`src/rtl/write_stage_pkg.sv`:
```
// Shared widths and the writeback bundle type for the write stage.
package write_stage_pkg;

    localparam int DATA_W_DEFAULT = 16;
    localparam int ADDR_W_DEFAULT = 3;

    typedef struct packed {
        logic [DATA_W_DEFAULT-1:0] data;
        logic [ADDR_W_DEFAULT-1:0] addr;
        logic                      we;
    } wb_bundle_t;

endpackage

```
`src/rtl/write_stage_wb_pipe_reg.sv`:
```
// Parameterised-width pipeline flip-flop with asynchronous active-low clear.
module wb_pipe_reg #(
    parameter int W = 1
) (
    input  logic         clk,
    input  logic         reset,
    input  logic [W-1:0] d,
    output logic [W-1:0] q
);

    always_ff @(posedge clk or negedge reset) begin
        if (!reset) begin
            q <= '0;
        end else begin
            q <= d;
        end
    end

endmodule

```
`src/rtl/write_stage.sv`:
```
// Writeback pipeline stage: selects ALU or memory data and registers it with
// the destination index and write enable. Option: WRITE_STAGE_ZERO_REG_GUARD_EN.
module write_stage
    import write_stage_pkg::*;
#(
    parameter int DATA_W = DATA_W_DEFAULT,
    parameter int ADDR_W = ADDR_W_DEFAULT
) (
    input  logic              clk,
    input  logic              reset,
    input  logic              RegWrite,
    input  logic              RegStore,
    input  logic [DATA_W-1:0] ALUResult,
    input  logic [DATA_W-1:0] StoreMem,
    input  logic [ADDR_W-1:0] rdWB,
    output logic [DATA_W-1:0] loadData,
    output logic [ADDR_W-1:0] loadAddr,
    output logic              regWriteOut
);

    logic [DATA_W-1:0] next_data;
    logic              next_we;

    always_comb begin
        next_data = RegStore ? ALUResult : StoreMem;
`ifdef WRITE_STAGE_ZERO_REG_GUARD_EN
        // x0 is hardwired to zero, so never enable a write to it.
        next_we = RegWrite && (rdWB != '0);
`else
        next_we = RegWrite;
`endif
    end

    wb_pipe_reg #(.W(DATA_W)) data_reg (
        .clk   (clk),
        .reset (reset),
        .d     (next_data),
        .q     (loadData)
    );

    wb_pipe_reg #(.W(ADDR_W)) addr_reg (
        .clk   (clk),
        .reset (reset),
        .d     (rdWB),
        .q     (loadAddr)
    );

    wb_pipe_reg #(.W(1)) we_reg (
        .clk   (clk),
        .reset (reset),
        .d     (next_we),
        .q     (regWriteOut)
    );

endmodule

```
`config.mk`:
```
export PLATFORM = sky130hd
export DESIGN_NAME = write_stage
export DESIGN_NICKNAME = d
export VERILOG_FILES = /design/src/rtl/write_stage_pkg.sv /design/src/rtl/write_stage_wb_pipe_reg.sv /design/src/rtl/write_stage.sv
export SDC_FILE = /design/constraint.sdc
export NUM_CORES = 1
export LEC_CHECK = 0
export CORE_MARGIN = 2
export CORE_UTILIZATION = 57
export DETAILED_ROUTE_END_ITERATION = 8
export DONT_BUFFER_PORTS = 1
export PLACE_DENSITY = 0.72
export SLEW_MARGIN = 5
export SYNTH_ARGS = -nofsm -noshare
export SYNTH_HDL_FRONTEND = slang
export SYNTH_SLANG_ARGS = --single-unit
```
`constraint.sdc`:
```
create_clock -name clk -period 1.5 [get_ports clk]
set_clock_uncertainty 0.15 [all_clocks]
set_input_delay 0.225 -clock clk [delete_from_list [all_inputs] [get_ports clk]]
set_output_delay 0.225 -clock clk [all_outputs]
set_load 0.01 [all_outputs]
```
# Yosys cells after proc, flatten, opt, wreduce, memory -nomap -nowiden
# Cells that the tools add are included.
word_totals:
  reg_bits: 20
  input_bits: 39
  output_inout_bits: 20
classes:
  n_mux: 1
op_table:
  columns: ["operator", "count"]
  rows:
  - ["two-way mux 16 bit", 1]

# Logic depth before layout (Yosys ltp)
# Gate-level depths: netlist of the first run.
depth:
  word_depth: 1
  mapped_depth: 3
  mapped_depth_nobuf: 1

# Modules after synthesis
# A second synthesis of the first run with hierarchy kept.
hier_totals:
  hier_cells: 38
  hier_area_um2: 749.5
by_module_without_submodules:
  columns: ["module", "instances", "cells_each", "area_each_um2"]
  rows:
  - ["wb_pipe_reg (data_reg)", 1, 16, 400.4]
  - ["write_stage", 1, 18, 249.0]
  - ["wb_pipe_reg (addr_reg)", 1, 3, 75.1]
  - ["wb_pipe_reg (we_reg)", 1, 1, 25.0]

# Worst setup path before layout of the first run
# OpenSTA, ideal clock, no wires.
synth_path:
  kind: "input port to flip-flop"
  start: "input RegStore"
  end: "register data_reg.q[0]"
  setup_ps: 125
  arrival_ps: 761
  slack_ps: 463
  cell_stages: 3
  n_path_buf: 2
  path_cell_list: "buf_6 buf_12 mux2_4"
synth_via:
  elab_chain_cells: 1
synth_lines:
  columns: ["item", "line_no", "text"]
  rows:
  - ["from (decl)", "write_stage.sv:12", "input logic RegStore,"]
  - ["two-way mux 16 bit", "write_stage.sv:25", "next_data = RegStore ? ALUResult : StoreMem;"]
  - ["via data_reg.d[0]", "write_stage_wb_pipe_reg.sv:7", "input logic [W-1:0] d,"]
  - ["to (signal assigned)", "write_stage_wb_pipe_reg.sv:13", "q <= '0;"]
  - ["to (signal assigned)", "write_stage_wb_pipe_reg.sv:15", "q <= d;"]
  - ["to (decl)", "write_stage_wb_pipe_reg.sv:8", "output logic [W-1:0] q"]
# The timed path passes the listed nets, and every way through them passes these cells.

==> metrics.md, run 1 <==
| Metric | Value |
|---|---|
| Sw Ratio | `between 20% and 30%` |
| Die H | `40.3 um` |
| Critical Path Fanout Max | `20` |
| Largest net degree at the start of global routing | `21` |
| Sequential share of power | `between 60 and 70%` |
| Yosys reg bits | `20` |
| Synth Instances | `38` |
| Antenna violations before repair | `0` |
| F_max | `between 0.8 and 0.9 GHz` |
| CTS Sinks | `20` |
| CTS buffer count | `3` |
| Post-DRT Antenna Nets | `0` |
| Hold Path Cell Cnt | `1` |
| CP Class | `primary input to async pin` |
| CP endpoint | `addr_reg.q[1]` |
| Cell-internal power | `778 uW` |
| Met2 usage | `44.8%` |
| Syn Nets | `a little under 80` |
| CTS tree | `done` |
| Total net switching power | `~210 uW` |
| Slew @ Worst Pin | `~0.83 ns` |
| DP Cell Count | `slightly above 50` |
| Met1 Use GR | `23.5%` |
| Row count | `13` |
| Worst path depth | `1` |
| Clock power share | `23.6%` |
| Setup_tns | `0 ns` |
| Ant diodes | `0` |
| Worst EP arrival | `between 1 and 1.5 ns` |
| Final WL | `1710 um` |
| Pre-CTS setup slack | `approximately 0.69 ns` |
| Worst Path Required | `around 1.7 ns` |
| Rel. slew slack | `between 40 and 50%` |
| Aggregate global routing overflow | `0` |
| Slowest CP cell | `dlygate4sd3_1` |
| # resized after CTS | `0` |
| Wire length per cell | `~19 um` |
| Critical Path Start | `reset` |
| GP Congestion | `between 0.5 and 0.6` |
| Fin cells | `a little over 90` |
| Final Max Slew Viols | `0` |
| Hold buffers post-CTS | `37` |
| # DRC | `0` |
| Hold slack | `-0.0549 ns` |
| Crit path cell chain | `dlygate4sd3_1` |
| Final Hold Viols | `16` |
| Crit path buf inv count | `1` |
| MaxCap Viol Count | `0` |
| Vias in the first global route | `roughly 500` |
| Die X | `40.3 um` |
| CTS H-tree lvls | `1` |
| Pwr dens | `874 mW/mm^2` |
| Number of distinct library cells after synthesis | `5` |
| Sequential share of the synthesized area | `between 60 and 70%` |
| Vias | `between 400 and 500` |
| Initial core utilization | `between 50% and 60%` |
| # setup viols final | `0` |
| Run status | `finished, violations left` |
| CP top delay family | `buffers and inverters` |
| Final WS setup | `roughly 0.36 ns` |
| Core Region | `~0.0013 mm^2` |
| # nets final | `between 100 and 150` |
| Die area | `between 0.0015 and 0.002 mm^2` |
| Mapped Area | `roughly 750 um^2` |
| Hold Crit Class | `primary input to flip-flop` |
| RSZ-0062 raised after global routing | `false` |
| # Post-CTS Setup Buffers | `0` |
| Buffers on Ports | `0` |
| Tmin final | `approximately 1.1 ns` |
| Layout Area Growth over Synthesis | `50.8%` |
| # IOs | `59` |
| Ys Warns | `0` |
| Worst setup SP type | `primary input` |
| Gr usage total | `between 20% and 30%` |
| CP Capture Type | `async pin` |
| Design Power | `about 990 uW` |
| Vias per cell | `slightly below 5` |
| Met3 Track Usage GR | `roughly 4.4%` |
| Fillers | `48` |
| Most used routing layer | `met2` |
| Synthesized area per cell | `about 20 um^2` |
| CTS clock-pin slew for the worst setup and hold paths | `0.10 ns` |
| Violated checks | `hold timing` |
| First-pass detailed-route iteration total | `2` |
| Clock Path Buffers | `2` |
| Root Driver | `clkbuf_4` |
| Crit path largest cell delay | `about 1.1 ns` |
| Max IR drop VDD | `roughly 0.71 mV` |
| Leak | `0.507 nW` |
| First-pass GRT wire length | `2260 um` |
| Fin crit share | `between 70% and 80%` |
| Starting DRT DRC Count | `2` |
| Combinational power share | `between 10% and 20%` |
| Share of layout cells above drive strength 1 | `between 20% and 30%` |
## registers in the layout, indices dropped and copies added, names as in the netlist
register	count
data_reg.q	16
addr_reg.q	3
we_reg.q	1
## power groups by stage
stage          clock network, mW  registers [mW]  logic (mW)
6_report                   0.233           0.613       0.142
3_5_place_dp                   0           0.625      0.0513
4_1_cts                    0.235           0.613       0.138
3_3_place_gp                   0           0.623      0.0502
5_1_grt                    0.265           0.618       0.151
2_1_floorplan                  0           0.619      0.0648
## worst min path at each step
stage                        start              to  slack [ns]
after floorplan              reset   addr_reg.q[0]       -0.22
final                     RegStore  data_reg.q[11]       -0.05
after global placement       reset   data_reg.q[4]       -0.22
after detailed placement     reset   addr_reg.q[2]       -0.22
after CTS                 RegStore   data_reg.q[0]       -0.06
after global routing      RegStore  data_reg.q[11]       -0.07
## stage by stage
step / hold WS [ns] / instance area, um^2 / util [%]
2_1_floorplan: -0.221 / 749 / -
3_3_place_gp: -0.220 / 737 / 58.1
3_5_place_dp: -0.220 / 737 / 58.1
4_1_cts: -0.0571 / 1130 / 89.1
5_1_grt: -0.0737 / 1130 / 89.1
6_report: -0.0549 / 1130 / 89.1
## area by class of cell
cell class / count / area (um^2) / share of cell area [%]
clock buffers: 3 / 22.5 / 1.99
multi-input cells: 16 / 218 / 19.3
flip-flops and latches: 20 / 500 / 44.3
well taps: 15 / 18.8 / 1.66
repair buffers: 37 / 370 / 32.8
## cell usage after synthesis (all sizes together)
library cell | instances | area, um^2
mux2 | 16 | 218
buf | 2 | 31.3
dfrtp | 20 | 500
## cells in the final DEF, fill, tap and decap left out, drive strengths merged
| master | n |
|---|---|
| mux2 | 16 |
| dfrtp | 20 |
| dlygate4sd3 | 37 |
| clkbuf | 3 |
## cell families after synthesis
kind of cell | share of synthesized area (%)
buffers and inverters | 4.17
flip-flops | 66.8
multiplexers | 29.0
## routing by layer
metal	part of all wire, %	vias up	routed length, um
li1	-	205	-
met1	35	212	600
met2	57	33	971
met3	7.7	2	132
met4	0.23	0	4
met5	0	-	0
Power figures use the tool's default switching activity.
==> run 2, diff against run 1 <==
Clock period 1.5 ns to 1.1 ns, I/O delays scaled along.
==> run 2 against run 1 <==
  * The run still ends with hold timing left
  * Critical path depth down 1
  * Non-clock buffer count down 1
  * Clock-buffer cell count unchanged
  * Hold slack worse by 0.53 ns
  * Flip-flop and latch count unchanged
  * Largest cell class unchanged
  * Highest routed layer unchanged
==> metrics.md, run 2 (synthesis gave the netlist of run 1 again) <==
| Metric | Value |
|---|---|
| # nets final | `116 (was 117)` |
| Final WL | `1670 um (was 1710 um)` |
| MaxCap Viol Count | `0 (unchanged)` |
| Hold buffers post-CTS | `36 (was 37)` |
| Leak | `0.503 nW (was 0.507 nW)` |
| F_max | `0.977 GHz` |
| Row count | `13 (unchanged)` |
| Buffers on Ports | `0 (unchanged)` |
| Largest net degree at the start of global routing | `21 (unchanged)` |
| Run status | `finished, violations left (unchanged)` |
| # setup viols final | `0 (unchanged)` |
| Vias per cell | `5.00 (was 4.97)` |
| Share of layout cells above drive strength 1 | `25.3% (was 25.0%)` |
| Gr usage total | `22.1% (was 22.7%)` |
| Post-DRT Antenna Nets | `0 (unchanged)` |
| Worst Path Required | `0.78 ns (was 1.67 ns)` |
| # resized after CTS | `0 (unchanged)` |
| Fin crit share | `just over 90%` |
| CTS buffer count | `3 (unchanged)` |
| Worst EP arrival | `0.71 ns (was 1.31 ns)` |
| CP Capture Type | `primary output (was async pin)` |
| Fillers | `49 (was 48)` |
| CP Class | `flip-flop to primary output (was primary input to async pin)` |
| Rel. slew slack | `90.7% (was 44.2%)` |
| Max IR drop VDD | `0.957 mV (was 0.710 mV)` |
| Layout Area Growth over Synthesis | `49.4% (was 50.8%)` |
| Vias in the first global route | `493 (was 496)` |
| Starting DRT DRC Count | `0 (was 2)` |
| Biggest regs | `data_reg.q (16), addr_reg.q (3), we_reg.q (1) (unchanged)` |
| Pwr dens | `1190 mW/mm^2 (was 874 mW/mm^2)` |
| Most frequent cells in the layout | `dlygate4sd3_1 (36), dfrtp_1 (20), mux2_4 (10) (was dlygate4sd3_1 (37), dfrtp_1 (20), mux2_4 (10))` |
| CTS H-tree lvls | `1 (unchanged)` |
| Critical Path Start | `data_reg.q[7] (was reset)` |
| Clock Path Buffers | `2 (unchanged)` |
| Final Max Slew Viols | `0 (unchanged)` |
| First-pass GRT wire length | `2210 um (was 2260 um)` |
| # IOs | `59 (unchanged)` |
| CTS tree | `done (unchanged)` |
| Fin cells | `90 (was 91)` |
| # DRC | `0 (unchanged)` |
| Most flops, register | `data_reg.q (unchanged)` |
| CTS clock-pin slew for the worst setup and hold paths | `0.10 ns (about the same)` |
| DP Cell Count | `51 (unchanged)` |
| Antenna violations before repair | `0 (unchanged)` |
| Vias | `450 (was 452)` |
| GP Congestion | `0.578 (unchanged)` |
| Violated checks | `hold timing (unchanged)` |
| Critical Path Fanout Max | `1 (was 20)` |
| Worst setup SP type | `flip-flop (was primary input)` |
| Die X | `40.3 um (unchanged)` |
| Hold Crit Class | `primary input to async pin (was primary input to flip-flop)` |
| First-pass detailed-route iteration total | `1 (was 2)` |
| Max FFs per register | `16 (unchanged)` |
| CTS Sinks | `20 (unchanged)` |
| Root Driver | `clkbuf_4 (unchanged)` |
| Commonest non-fill, non-tap cell in the layout | `dlygate4sd3_1 (unchanged)` |
| Aggregate global routing overflow | `0 (unchanged)` |
| Die area | `0.00162 mm^2 (unchanged)` |
| RSZ-0062 raised after global routing | `false (unchanged)` |
| Core Region | `0.00127 mm^2 (unchanged)` |
| Initial core utilization | `59.1% (unchanged)` |
| # Post-CTS Setup Buffers | `0 (unchanged)` |
| Slew @ Worst Pin | `0.139 ns (was 0.834 ns)` |
| Die H | `40.3 um (unchanged)` |
| Hold slack | `-0.586 ns (was -0.0549 ns)` |
| Setup_tns | `0 ns (unchanged)` |
| Ant diodes | `0 (unchanged)` |
| Final Hold Viols | `36 (was 16)` |
| Tmin final | `1.02 ns` |
| Wire length per cell | `18.6 um (was 18.8 um)` |
run 2: cell type report:
type                    instances  area, um^2  area share (%)
clock buffers                   3        22.5            2.01
multi-input cells              16         218            19.4
flip-flops and latches         20         500            44.7
well taps                      15        18.8            1.68
repair buffers                 36         360            32.2
run 2: metal layers:
layer | vias up | global-route usage [%] | share of wire [%]
li1 | 203 | - | -
met1 | 210 | 23.5 | 35
met2 | 35 | 42.7 | 56
met3 | 2 | 4.44 | 8.9
met4 | 0 | 7.50 | 0.24
met5 | - | 0 | 0
run 2: final timing paths:
| path | endpoint | slack [ns] | cells after the start |
|---|---|---|---|
| max | loadData[7] | 0.08 | 0 |
| min | addr_reg.q[2] | -0.59 | 0 |
| max in group asynchronous | data_reg.q[3] | 1.32 | 0 |
| min in group clk | data_reg.q[11] | -0.12 | 1 |
run 2: through the flow:
step | worst slack [ns] | area [um^2] | utilization (%) | total power, mW | hold WS (ns)
detailed placement | 0.349 | 737 | 58.1 | 0.922 | -0.280
global placement | 0.354 | 737 | 58.1 | 0.918 | -0.280
global route | 0.0461 | 1120 | 88.3 | 1.39 | -0.611
floorplan | 0.123 | 749 | - | 0.933 | -0.281
finish | 0.0766 | 1120 | 88.3 | 1.33 | -0.586
CTS | 0.0734 | 1120 | 88.3 | 1.33 | -0.591
run 2: report_power, final:
group          switching, mW  internal [mW]  total, mW
Clock                  0.190          0.127      0.317
Combinational         0.0334          0.144      0.177
Sequential            0.0488          0.788      0.836
Total                  0.272           1.06       1.33
